`config.mk`:
```
export PLATFORM = sky130hd
export DESIGN_NAME = pipe_stage_reg
export DESIGN_NICKNAME = d
export VERILOG_FILES = /design/src/rtl/pipe_pkg.sv /design/src/rtl/fwd_match.sv /design/src/rtl/pipe_stage_reg.sv
export SDC_FILE = /design/constraint.sdc
export NUM_CORES = 1
export LEC_CHECK = 0
export CAP_MARGIN = 5
export CORE_AREA = 5 5 150 152
export CTS_BUF_LIST = sky130_fd_sc_hd__clkbuf_4
export CTS_CLUSTER_SIZE = 40
export DETAILED_ROUTE_END_ITERATION = 10
export DIE_AREA = 0 0 155 157
export HOLD_SLACK_MARGIN = 0.06
export PLACE_DENSITY = 0.71
export SLEW_MARGIN = 20
export SYNTH_ARGS = -nofsm -noshare
export SYNTH_HDL_FRONTEND = slang
export SYNTH_SLANG_ARGS = --single-unit
export TNS_END_PERCENT = 5
```
`constraint.sdc`:
```
create_clock -name clk -period 1.7 [get_ports clk]
set_clock_uncertainty 0.1 [all_clocks]
set_input_delay 0.34 -clock clk [delete_from_list [all_inputs] [get_ports clk]]
set_output_delay 0.34 -clock clk [all_outputs]
set_load 0.05 [all_outputs]
```
`src/rtl/pipe_pkg.sv`:
```
// pipe_pkg: shared widths, stage control record and Tnew helper for pipeline boundary registers
package pipe_pkg;
    localparam int REG_ADDR_W = 5;
    localparam int WORD_W = 32;
    localparam int TNEW_MAX_W = 8;
    typedef struct packed {
        logic                  valid;
        logic                  we;
        logic [REG_ADDR_W-1:0] a3;
        logic [TNEW_MAX_W-1:0] tnew;
    } ctrl_t;
    function automatic logic [TNEW_MAX_W-1:0] tnew_dec(input logic [TNEW_MAX_W-1:0] tnew);
        return (tnew == '0) ? '0 : tnew - 1'b1;
    endfunction
endpackage

```
`src/rtl/fwd_match.sv`:
```
// fwd_match: one forwarding/hazard query port against a stage's registered control record
module fwd_match
    import pipe_pkg::*;
(
    input  ctrl_t                 ctrl,
    input  logic [REG_ADDR_W-1:0] addr,
    output logic                  hit,
    output logic                  rdy,
    output logic                  stall
);
    assign hit   = ctrl.valid & ctrl.we & (ctrl.a3 == addr) & (addr != '0);
    assign rdy   = hit & (ctrl.tnew == '0);
    assign stall = hit & (ctrl.tnew != '0);
endmodule

```
`src/rtl/pipe_stage_reg.sv`:
```
// pipe_stage_reg: pipeline boundary register with flush, stall hold, Tnew countdown and forwarding queries
module pipe_stage_reg
    import pipe_pkg::*;
#(
    parameter int PAYLOAD_W = 128,
    parameter int TNEW_W    = 2,
    parameter int NUM_SRC   = 2
) (
    input  logic                          clk,
    input  logic                          rst,
    input  logic                          en,
    input  logic                          flush,
    input  logic                          valid_i,
    input  logic [REG_ADDR_W-1:0]         a3_i,
    input  logic                          we_i,
    input  logic [TNEW_W-1:0]             tnew_i,
    input  logic [WORD_W-1:0]             wd_i,
    input  logic [PAYLOAD_W-1:0]          payload_i,
    output logic                          valid_o,
    output logic [REG_ADDR_W-1:0]         a3_o,
    output logic                          we_o,
    output logic [TNEW_W-1:0]             tnew_o,
    output logic [WORD_W-1:0]             wd_o,
    output logic [PAYLOAD_W-1:0]          payload_o,
    input  logic [NUM_SRC*REG_ADDR_W-1:0] src_addr_i,
    output logic [NUM_SRC-1:0]            src_hit_o,
    output logic [NUM_SRC-1:0]            src_rdy_o,
    output logic [NUM_SRC-1:0]            src_stall_o,
    output logic [WORD_W-1:0]             fwd_data_o
);
    logic  we_c;
    ctrl_t ctrl;
    assign we_c = we_i & valid_i & (a3_i != '0);
    always_ff @(posedge clk) begin
        if (rst || flush) begin
            valid_o   <= 1'b0;
            we_o      <= 1'b0;
            a3_o      <= '0;
            tnew_o    <= '0;
            wd_o      <= '0;
            payload_o <= '0;
        end else if (en) begin
            valid_o   <= valid_i;
            we_o      <= we_c;
            a3_o      <= we_c ? a3_i : '0;
            tnew_o    <= TNEW_W'(tnew_dec(TNEW_MAX_W'(tnew_i)));
            wd_o      <= wd_i;
            payload_o <= payload_i;
        end
    end
    assign ctrl       = '{valid: valid_o, we: we_o, a3: a3_o, tnew: TNEW_MAX_W'(tnew_o)};
    assign fwd_data_o = wd_o;
    for (genvar k = 0; k < NUM_SRC; k++) begin : g_src
        fwd_match u_match (
            .ctrl  (ctrl),
            .addr  (src_addr_i[k*REG_ADDR_W +: REG_ADDR_W]),
            .hit   (src_hit_o[k]),
            .rdy   (src_rdy_o[k]),
            .stall (src_stall_o[k])
        );
    end
endmodule

```
==> qor.txt, run 1 <==
Status - complete, but fails checks
Failing checks - negative setup slack
Worst Hold Class - input pin to register
Reg-to-reg slack, setup - 0.71 ns
CP max-delay cell - or4_4
Drt pass-1 iters - 4
Max Slew Vio Count - 0
Critical Path End - src_hit_o[0]
H-tree Lvls - 4
Worst Setup Path Type - register to output pin
Final Non-Filler Cells - 1,278
Int Pwr - 0.00593 W
Initial Util - 0.309
Worst VDD drop - 0.423 mV
Total leakage power - 5.09 nW
CTS buffer count - 17
Hold Slack - 0.233 ns
Wire per inst - 16.8 um
Via count - 5,618
Crit path required time - 1.26 ns
Final Cycle Share - 1.44
Total Routing Usage GR - 0.168
CTS max path bufs - 2
Final critical-path setup slack - -0.751 ns
First DRT Iteration DRCs - 177
Mapped cell area - 6450 sq um
Worst path depth - 5
Initial antenna violation count - 1
Flop pwr share - 0.493
Setup Fix Bufs, Post-CTS - 0
Sw Pwr - 0.00257 W
Clock sinks - 169
Clock slew at reported path FFs - 0.14 ns
Main area contributors after synthesis - dfxtp_1, mux2i_1, nor2_1, buf_4, buf_2
Syn Area/Cell - 10.4 sq um
Detail Route Antenna Nets - 0
Die X - 155 um
Buf+Inv Stages, Crit Path - 2
Inst Count DP - 1,252
Top-Level Pins - 390
Number of max-cap violations - 0
Switching Share - 0.302
Largest net degree at the start of global routing - 27
Share of cells above drive strength 1 - 0.318
Final Core Density - 0.548
Area of the die - 24,300 sq um
Worst Setup SP - a3_o[0]$_SDFFE_PP0P_
Cts hold-fix bufs - 0
Fin Setup TNS - -4.34 ns
Register area share after synthesis - 0.525
Tmin final - 2.45 ns
Worst Max-Slew Pin Slew - 0.501 ns
Vias in the first global route - 5,865
Total grt overflow - 0
Syn_nets - 805
Final #Nets - 1,173
Peak Freq - 0.408 GHz
Family with the most delay on the worst path - simple AND/OR/NAND/NOR gates
Power Density - 741 nW/um^2
Worst rel slew slack - 0.665
GPL Wtd Cong - 0.844
RR Endpoint - a3_o[0]$_SDFFE_PP0P_
Synth Register Bits - 169
Max FO, Critical Path - 3
Setup violators final - 6
Via-to-Cell Ratio - 4.40
Total power - 0.00850 W
Reg2Reg Launch Point - a3_o[0]$_SDFFE_PP0P_
Worst Reg-to-Reg Cells - 3
Worst-path cell chain - or4_4 -> a21oi_4 -> buf_6 -> nor3_4 -> buf_12
Commonest cells after routing, fill and taps aside - clkdlybuf4s50_1, nor2_1, mux2i_1, buf_4, dfxtp_1
CTS tree - done
Area growth syn-to-layout - 77.7%
Critical path capture point type - output pin
DRC violations left - 0
Power share of the clock group - 0.279
Die height - 157 um
I/O Buffers - 389
Std cell rows - 53
Yosys warning count - 0
Clk_lat worst skew - 0.54 ns
DRT Wirelength - 21.5 mm
Root Driver - clkbuf_4
Delay of the slowest critical-path stage - 0.57 ns
Unrepaired setup endpoints after global routing - true
Combinational share of power - 0.228
Post-synthesis instance total - 622
Final hold viol count - 0
DP HPWL - 17.0 mm
Cell taking the most area after synthesis - dfxtp_1
Crit path DAT - 2.01 ns
Distinct cells, synth - 22
Most common cell after layout, fill and taps aside - clkdlybuf4s50_1
Core ar. - 20,900 sq um
Startpoint types - register
Yosys top cell area share - 0.525
First-pass GRT wire length - 32.2 mm
[state kept, by name, summed over array words and instances (netlist names)]
| signal | count |
|---|---|
| a3_o | 5 |
| tnew_o | 2 |
| fwd_data_o | 32 |
| payload_o | 128 |
| valid_o | 1 |
| we_o | 1 |
[per-stage QoR]
| stage | setup slack, ns | instance area [sq um] |
|---|---|---|
| 2_1_floorplan | -0.120 | 6460 |
| 3_5_place_dp | -0.520 | 11100 |
| 3_3_place_gp | -0.529 | 11100 |
| 5_1_grt | -0.882 | 11500 |
| 4_1_cts | -0.856 | 11400 |
| 6_report | -0.751 | 11500 |
[power groups by stage]
stage | Combinational (W) | Sequential, W | Clock [W]
detailed placement | 0.00194 | 0.00427 | 0
floorplan | 0.000570 | 0.00468 | 0
finish | 0.00194 | 0.00419 | 0.00237
global placement | 0.00192 | 0.00427 | 0
global route | 0.00204 | 0.00421 | 0.00267
CTS | 0.00195 | 0.00419 | 0.00249
[logic make-up after synthesis]
group	after synthesis	share of synthesized area
AO/OA/AOI/OAI	11	0.0124
XOR/XNOR	8	0.0109
buffers and inverters	78	0.0767
flip-flops	169	0.525
multiplexers	161	0.250
AND/OR/NAND/NOR	195	0.125
[worst reg2reg max path: cells and delay by family (launching register included)]
kind	cells	cell delay, ns
simple gates	1	0.23
flops	1	0.37
buf+inv	1	0.12
compound gates	1	0.11
[Yosys cell counts, drive strengths merged]
| master | count |
|---|---|
| or4 | 2 |
| or2b | 1 |
| mux2i | 161 |
| clkbuf | 6 |
| nor2 | 164 |
| nand3b | 1 |
| buf | 72 |
| nand2b | 7 |
| nor4 | 2 |
| and2 | 3 |
| dfxtp | 169 |
| nor3 | 2 |
| a21oi | 10 |
| o211ai | 1 |
| nor4b | 2 |
| nand3 | 10 |
| or2 | 1 |
| xnor2 | 8 |
[routing by layer]
layer  track usage  vias to the layer above  routed length [um]
li1              -                     2759                   -
met1         0.183                     2574                8180
met2         0.296                      256               10700
met3        0.0712                       29                2160
met4        0.0585                        0                 473
met5             0                        -                   0
[how the worst min path moves through the flow]
stage / from / to / slack, ns / cells past startpoint
2_1_floorplan: wd_i[0] / fwd_data_o[0]$_SDFFE_PP0P_ / 0.39 / 2
4_1_cts: en / payload_o[119]$_SDFFE_PP0P_ / 0.16 / 3
3_5_place_dp: payload_o[100]$_SDFFE_PP0P_ / payload_o[100]$_SDFFE_PP0P_ / 0.38 / 2
3_3_place_gp: payload_o[87]$_SDFFE_PP0P_ / payload_o[87]$_SDFFE_PP0P_ / 0.37 / 2
6_report: en / payload_o[119]$_SDFFE_PP0P_ / 0.23 / 3
5_1_grt: en / payload_o[60]$_SDFFE_PP0P_ / 0.17 / 3
[cell type report]
type,count,area [sq um]
antenna,1,2.50
clock buffer,17,128
clock inverter,14,146
fill,1830,9430
multi-input combinational,375,2660
sequential,169,3430
tap,275,344
timing repair buffer,427,4750
[repair_timing]
item	CTS	global route
resized for setup	29	21
setup endpoints to repair	49	29
pin swaps	2	10
(Power assumes the default switching activity.)
==> run 2, diff against run 1 <==
- GPL_TIMING_DRIVEN: default -> 0
==> run 2 against run 1 <==
The flow still finishes with violations (negative setup slack). Clock power is 8% lower. Die area unchanged. Worst setup slack improved by 0.022 ns. Sequential power about the same. Fmax up 0.90%. Hold slack worse by 0.021 ns. Via count up 2.1%. Largest cell class unchanged. Largest power group unchanged.
==> qor.txt, run 2 (synthesis results as in run 1) <==
Detail Route Antenna Nets - 0 (unchanged)
CTS tree - done (unchanged)
Failing checks - negative setup slack (unchanged)
Peak Freq - 0.412 GHz (was 0.408 GHz)
Share of cells above drive strength 1 - 0.344 (was 0.318)
Clock slew at reported path FFs - 0.15 ns (was 0.14 ns)
Max Slew Vio Count - 0 (unchanged)
Biggest register - payload_o (unchanged)
Worst VDD drop - 0.400 mV (was 0.423 mV)
CTS max path bufs - 2 (unchanged)
Area growth syn-to-layout - 65.9% (was 77.7%)
Total Routing Usage GR - 0.179 (was 0.168)
Worst Setup Path Type - register to output pin (unchanged)
Max FO, Critical Path - 3 (unchanged)
Unrepaired setup endpoints after global routing - true (unchanged)
Buf+Inv Stages, Crit Path - 1 (was 2)
Crit path DAT - 1.99 ns (was 2.01 ns)
GPL Wtd Cong - 0.771 (was 0.844)
Die X - 155 um (unchanged)
Final #Nets - 1,208 (was 1,173)
First-pass GRT wire length - 34.0 mm (was 32.2 mm)
Total leakage power - 4.95 nW (was 5.09 nW)
Final Cycle Share - 1.43 (was 1.44)
Area of the die - 24,300 sq um (unchanged)
Std cell rows - 53 (unchanged)
Startpoint types - register (unchanged)
Worst rel slew slack - 0.605 (was 0.665)
CP max-delay cell - or4_4 (unchanged)
Worst Reg-to-Reg Cells - 3 (unchanged)
Initial antenna violation count - 1 (unchanged)
Status - complete, but fails checks (unchanged)
Number of flip-flops in the largest register - 128 (unchanged)
Family with the most delay on the worst path - simple AND/OR/NAND/NOR gates (unchanged)
Clk_lat worst skew - 0.54 ns (about the same)
Worst Hold Class - input pin to register (unchanged)
WHS Endpoint - a3_o[1]$_SDFFE_PP0P_ (was payload_o[119]$_SDFFE_PP0P_)
I/O Buffers - 388 (was 389)
Worst-path cell chain - or4_4 -> a21oi_4 -> nor4b_4 -> buf_8 (was or4_4 -> a21oi_4 -> buf_6 -> nor3_4 -> buf_12)
Most common cell after layout, fill and taps aside - clkdlybuf4s50_1 (unchanged)
Root Driver - clkbuf_4 (unchanged)
Delay of the slowest critical-path stage - 0.57 ns (about the same)
Crit path required time - 1.26 ns (about the same)
Drt pass-1 iters - 4 (unchanged)
Critical path capture point type - output pin (unchanged)
DP HPWL - 17.9 mm (was 17.0 mm)
Commonest cells after routing, fill and taps aside - clkdlybuf4s50_1, nor2_1, mux2i_1, dfxtp_1, clkbuf_4 (was clkdlybuf4s50_1, nor2_1, mux2i_1, buf_4, dfxtp_1)
Hold depth - 4 (was 3)
H-tree Lvls - 4 (unchanged)
Wire per inst - 17.3 um (was 16.8 um)
Reg2Reg Launch Point - a3_o[0]$_SDFFE_PP0P_ (unchanged)
CTS buffer count - 17 (unchanged)
Final critical-path setup slack - -0.729 ns (was -0.751 ns)
Vias in the first global route - 5,882 (was 5,865)
RR Endpoint - a3_o[0]$_SDFFE_PP0P_ (unchanged)
Pre-CTS worst setup slack - -1.14 ns (was -0.520 ns)
Multi-input gate area - 2670 sq um (was 2660 sq um)
Largest net degree at the start of global routing - 17 (was 27)
Worst Max-Slew Pin Slew - 0.590 ns (was 0.501 ns)
Core ar. - 20,900 sq um (unchanged)
Clock sinks - 169 (unchanged)
Power Density - 764 nW/um^2 (was 741 nW/um^2)
Tmin final - 2.43 ns (was 2.45 ns)
Initial Util - 0.309 (unchanged)
Setup violators final - 6 (unchanged)
HP Start - en (unchanged)
First DRT Iteration DRCs - 173 (was 177)
Final Core Density - 0.512 (was 0.548)
Total grt overflow - 0 (unchanged)
Final hold viol count - 0 (unchanged)
Via count - 5,737 (was 5,618)
Worst path depth - 4 (was 5)
DRC violations left - 0 (unchanged)
Number of max-cap violations - 0 (unchanged)
DRT Wirelength - 22.8 mm (was 21.5 mm)
Die height - 157 um (unchanged)
Reg-to-reg slack, setup - 0.68 ns (was 0.71 ns)
Via-to-Cell Ratio - 4.37 (was 4.40)
Top-Level Pins - 390 (unchanged)
Cts hold-fix bufs - 0 (unchanged)
Sequential cell area - 3440 sq um (was 3430 sq um)
Final-layout fill cell count - 2,022 (was 1,830)
[run 2: area by class of cell]
class,instances,share of cell area
antenna,1,0.000234
buffer,71,0.0433
clock buffer,18,0.0126
clock inverter,14,0.0108
multi-input combinational,375,0.249
sequential,169,0.322
tap,275,0.0322
timing repair buffer,391,0.330
[run 2: where the power goes]
part           leakage, nW  internal [W]  switching, W
logic                 3.42      0.000823      0.000990
clock network        0.131      0.000632       0.00156
registers             1.40       0.00409     0.0000766
total                 4.95       0.00555       0.00263
[run 2: through the flow]
step | total power [W] | hold slack (ns) | setup TNS (ns) | std cells | area [sq um]
finish | 0.00817 | 0.212 | -4.32 | 1314 | 10700
global placement | 0.00609 | 0.369 | -73.31 | 1285 | 10700
detailed placement | 0.00610 | 0.381 | -73.58 | 1285 | 10700
floorplan | 0.00525 | 0.387 | -0.695 | 622 | 6460
CTS | 0.00825 | 0.157 | -5.17 | 1313 | 10300
global route | 0.00856 | 0.169 | -5.20 | 1314 | 10700
[run 2: how the worst max path moves through the flow]
| stage | end | slack, ns | start |
|---|---|---|---|
| 2_1_floorplan | src_stall_o[1] | -0.12 | a3_o[0]$_SDFFE_PP0P_ |
| 3_3_place_gp | src_rdy_o[0] | -1.13 | src_addr_i[3] |
| 3_5_place_dp | src_rdy_o[0] | -1.14 | src_addr_i[3] |
| 4_1_cts | src_stall_o[1] | -0.77 | a3_o[1]$_SDFFE_PP0P_ |
| 5_1_grt | src_rdy_o[0] | -0.84 | a3_o[1]$_SDFFE_PP0P_ |
| 6_report | src_rdy_o[1] | -0.73 | a3_o[1]$_SDFFE_PP0P_ |
[run 2: layer usage]
metal / up-vias / routed length (um) / track usage
met1: 2649 / 8810 / 0.199
met4: 0 / 162 / 0.0378
met5: - / 0 / 0
met3: 13 / 2030 / 0.0657
li1: 2833 / - / -
met2: 242 / 11800 / 0.329
[run 2: what timing repair did]
item,in CTS,in global routing
pin swaps,9,6
endpoints found under the setup margin,207,143
buffers inserted,3,0
gates resized for setup,1042,149
[run 2: worst min-delay path, cell delays in order]
cell and delay (ns):
buf_2 0.14, buf_2 0.20, nand3_1 0.09, a21oi_1 0.06
==> run 3, diff against run 2 <==
- CORE_AREA: 5 5 150 152 -> 5 5 147 149
- DIE_AREA: 0 0 155 157 -> 0 0 152 154
- PLACE_DENSITY: 0.71 -> 0.74
- RECOVER_POWER: default -> 25
- SYNTH_HIERARCHICAL: default -> 1
==> run 3 against run 2 <==
The run still ends with negative setup slack left. Hold slack better by 0.030 ns. Largest power group unchanged. Total power is 2.6% higher. Synthesized cell count is 0.16% higher. Critical path depth is 1 higher. Die area is 3.8% lower. Highest routed layer unchanged. Worst setup slack better by 0.030 ns. Combinational power is 3% higher. Wire length is 3.8% lower. Synthesized area is 1.5% higher. Non-clock buffer count is 8 higher. Via count is 0.75% higher.
==> qor.txt, run 3 <==
Reg2Reg Launch Point - fwd_data_o[14]$_SDFFE_PP0P_ (was a3_o[0]$_SDFFE_PP0P_)
Number of max-cap violations - 0 (unchanged)
Async SR Flop Fraction - 0 (unchanged)
Max Slew Vio Count - 0 (unchanged)
Top-Level Pins - 390 (unchanged)
Area of the die - 23,400 sq um (was 24,300 sq um)
Count leader, synth - dfxtp_1 (unchanged)
Worst VDD drop - 0.506 mV (was 0.400 mV)
Die X - 152 um (was 155 um)
Final instance area - 10,900 sq um (was 10,700 sq um)
Clock sinks - 169 (unchanged)
Final critical-path setup slack - -0.699 ns (was -0.729 ns)
Delay of the slowest critical-path stage - 0.54 ns (was 0.57 ns)
DRT Wirelength - 21.9 mm (was 22.8 mm)
Via-to-Cell Ratio - 4.33 (was 4.37)
Vias in the first global route - 5,980 (was 5,882)
GPL Wtd Cong - 0.785 (was 0.771)
CTS tree - done (unchanged)
Main area contributors after synthesis - dfxtp_1, mux2i_1, nor2_1, buf_4, buf_6 (was dfxtp_1, mux2i_1, nor2_1, buf_4, buf_2)
Worst path depth - 5 (was 4)
Status - complete, but fails checks (unchanged)
Cell taking the most area after synthesis - dfxtp_1 (unchanged)
Cts hold-fix bufs - 0 (unchanged)
Crit path DAT - 1.96 ns (was 1.99 ns)
Failing checks - negative setup slack (unchanged)
Startpoint types - register (unchanged)
Clk_lat worst skew - 0.53 ns (was 0.54 ns)
CTS max path bufs - 2 (unchanged)
Unrepaired setup endpoints after global routing - true (unchanged)
Area growth syn-to-layout - 67.1% (was 65.9%)
Placed inst area - 11,000 sq um (was 10,700 sq um)
Worst Setup Path Type - register to output pin (unchanged)
First DRT Iteration DRCs - 231 (was 173)
Tmin final - 2.40 ns (was 2.43 ns)
Worst Reg-to-Reg Cells - 4 (was 3)
I/O Buffers - 388 (unchanged)
Root Driver - clkbuf_4 (unchanged)
Drt pass-1 iters - 4 (unchanged)
Switching Share - 0.304 (was 0.321)
Final hold viol count - 0 (unchanged)
Setup violators final - 6 (unchanged)
RR Endpoint - fwd_data_o[14]$_SDFFE_PP0P_ (was a3_o[0]$_SDFFE_PP0P_)
Synth Register Bits - 169 (unchanged)
Most common cell after layout, fill and taps aside - clkdlybuf4s50_1 (unchanged)
Total leakage power - 5.13 nW (was 4.95 nW)
Clock slew at reported path FFs - 0.14 ns (was 0.15 ns)
Largest net degree at the start of global routing - 17 (unchanged)
Power share of the clock group - 0.283 (was 0.268)
Core ar. - 20,000 sq um (was 20,900 sq um)
Pre-CTS worst setup slack - -1.08 ns (was -1.14 ns)
DRC violations left - 0 (unchanged)
H-tree Lvls - 4 (unchanged)
Register area share after synthesis - 0.517 (was 0.525)
Initial antenna violation count - 1 (unchanged)
Total Routing Usage GR - 0.182 (was 0.179)
DP HPWL - 17.4 mm (was 17.9 mm)
First-pass GRT wire length - 34.0 mm (about the same)
Via count - 5,780 (was 5,737)
Mapped cell area - 6540 sq um (was 6450 sq um)
Commonest cells after routing, fill and taps aside - clkdlybuf4s50_1, nor2_1, mux2i_1, dfxtp_1, clkbuf_4 (unchanged)
Yosys warning count - 6 (was 0)
CP max-delay cell - or4_4 (unchanged)
Int Pwr - 0.00584 W (was 0.00555 W)
Post-synthesis instance total - 623 (was 622)
Detail Route Antenna Nets - 0 (unchanged)
Final-layout fill cell count - 1,890 (was 2,022)
Power Density - 767 nW/um^2 (was 764 nW/um^2)
Post-synth EDFFs - 0 (unchanged)
Total grt overflow - 0 (unchanged)
Distinct cells, synth - 23 (was 22)
Share of cells above drive strength 1 - 0.354 (was 0.344)
Final #Nets - 1,234 (was 1,208)
Syn Area/Cell - 10.5 sq um (was 10.4 sq um)
Buf+Inv Stages, Crit Path - 2 (was 1)
Final Cycle Share - 1.41 (was 1.43)
Flop pwr share - 0.496 (was 0.510)
Worst Setup SP - a3_o[1]$_SDFFE_PP0P_ (unchanged)
Synth top cells by count - dfxtp_1, nor2_1, mux2i_1 (unchanged)
Initial Util - 0.326 (was 0.309)
Peak Freq - 0.417 GHz (was 0.412 GHz)
Die height - 154 um (was 157 um)
Family with the most delay on the worst path - simple AND/OR/NAND/NOR gates (unchanged)
CTS buffer count - 17 (unchanged)
Worst-path cell chain - or4_4 -> a21oi_4 -> buf_4 -> nor4_4 -> buf_6 (was or4_4 -> a21oi_4 -> nor4b_4 -> buf_8)
Combinational share of power - 0.222 (about the same)
Reg-to-reg slack, setup - 0.76 ns (was 0.68 ns)
Critical Path End - src_rdy_o[1] (unchanged)
Number of flip-flops in the largest register - 128 (unchanged)
Yosys top cell area share - 0.517 (was 0.525)
Max FO, Critical Path - 4 (was 3)
Sw Pwr - 0.00255 W (was 0.00263 W)
Wire per inst - 16.4 um (was 17.3 um)
Biggest register - payload_o (unchanged)
Leading register cell type out of synthesis - dfxtp_1 (unchanged)
Std cell rows - 52 (was 53)
Critical path capture point type - output pin (unchanged)
Crit path required time - 1.26 ns (about the same)
Worst Hold Class - input pin to register (unchanged)
[run 3: cell count changes in the layout (fill, tap and decap cells not counted), sizes merged, moves of 2 or more]
| cell | before | now |
|---|---|---|
| buf | 186 | 205 |
| nand2 | 0 | 2 |
| clkbuf | 113 | 102 |
| bufinv | 0 | 2 |
| nor4 | 2 | 6 |
| conb | 0 | 12 |
| clkinv | 5 | 3 |
[run 3: logic make-up after synthesis]
kind of cell           Yosys count  share of synthesized area
AO/OA/AOI/OAI                   11                     0.0107
flip-flops                     169                      0.517
AND/OR/NAND/NOR                201                      0.129
multiplexers                   161                      0.246
XOR/XNOR                         8                     0.0107
other                            1                   0.000573
buffers and inverters           72                     0.0859
[run 3: final cells by class]
type	count	area, sq um	area share
antenna	1	2.50	0.000229
buffer	70	556	0.0508
clock buffer	18	135	0.0124
clock inverter	13	141	0.0129
multi-input combinational	393	2810	0.257
sequential	169	3460	0.316
tap	270	338	0.0309
timing repair buffer	400	3490	0.320
[run 3: worst min path at each step]
stage	end	from	cells past startpoint
3_3_place_gp	payload_o[33]$_SDFFE_PP0P_	payload_o[33]$_SDFFE_PP0P_	2
4_1_cts	tnew_o[1]$_SDFFE_PP0P_	en	4
6_report	tnew_o[1]$_SDFFE_PP0P_	en	4
5_1_grt	fwd_data_o[26]$_SDFFE_PP0P_	wd_i[26]	3
3_5_place_dp	payload_o[17]$_SDFFE_PP0P_	payload_o[17]$_SDFFE_PP0P_	2
2_1_floorplan	valid_o$_SDFFE_PP0P_	valid_i	2
[run 3: power by group through the flow]
stage               clock network [W]  registers (W)  logic (W)
floorplan                           0        0.00468   0.000629
global placement                    0        0.00424    0.00190
detailed placement                  0        0.00424    0.00191
CTS                           0.00248        0.00416    0.00184
global route                  0.00266        0.00418    0.00197
finish                        0.00237        0.00416    0.00186
[run 3: metrics by stage]
| step | hold WS [ns] | std cells | util | total power (W) | setup TNS, ns |
|---|---|---|---|---|---|
| 2_1_floorplan | 0.387 | 634 | - | 0.00531 | -0.936 |
| 3_3_place_gp | 0.371 | 1292 | 0.549 | 0.00614 | -11.42 |
| 3_5_place_dp | 0.382 | 1292 | 0.549 | 0.00615 | -13.04 |
| 4_1_cts | 0.182 | 1333 | 0.533 | 0.00848 | -4.57 |
| 5_1_grt | 0.206 | 1334 | 0.546 | 0.00880 | -5.71 |
| 6_report | 0.243 | 1334 | 0.546 | 0.00839 | -4.13 |
[run 3: metal layers]
layer	up-vias	wire [um]	track usage
li1	2886	-	-
met3	25	1570	0.0644
met2	224	11200	0.323
met5	-	0	0
met1	2645	8720	0.204
met4	0	438	0.0557
[run 3: worst register-to-register path: stages (launching register included)]
cell,delay [ns]
dfxtp_2,0.35
buf_6,0.12
buf_4,0.12
mux2i_1,0.11
nor2_1,0.05
[run 3: timing repair]
action | 4_1_cts | 5_1_grt
resized for setup | 1031 | 108
setup endpoints to repair | 207 | 112
pin swaps | 3 | 2
setup buffers | 12 | 0
cloned | 0 | 0
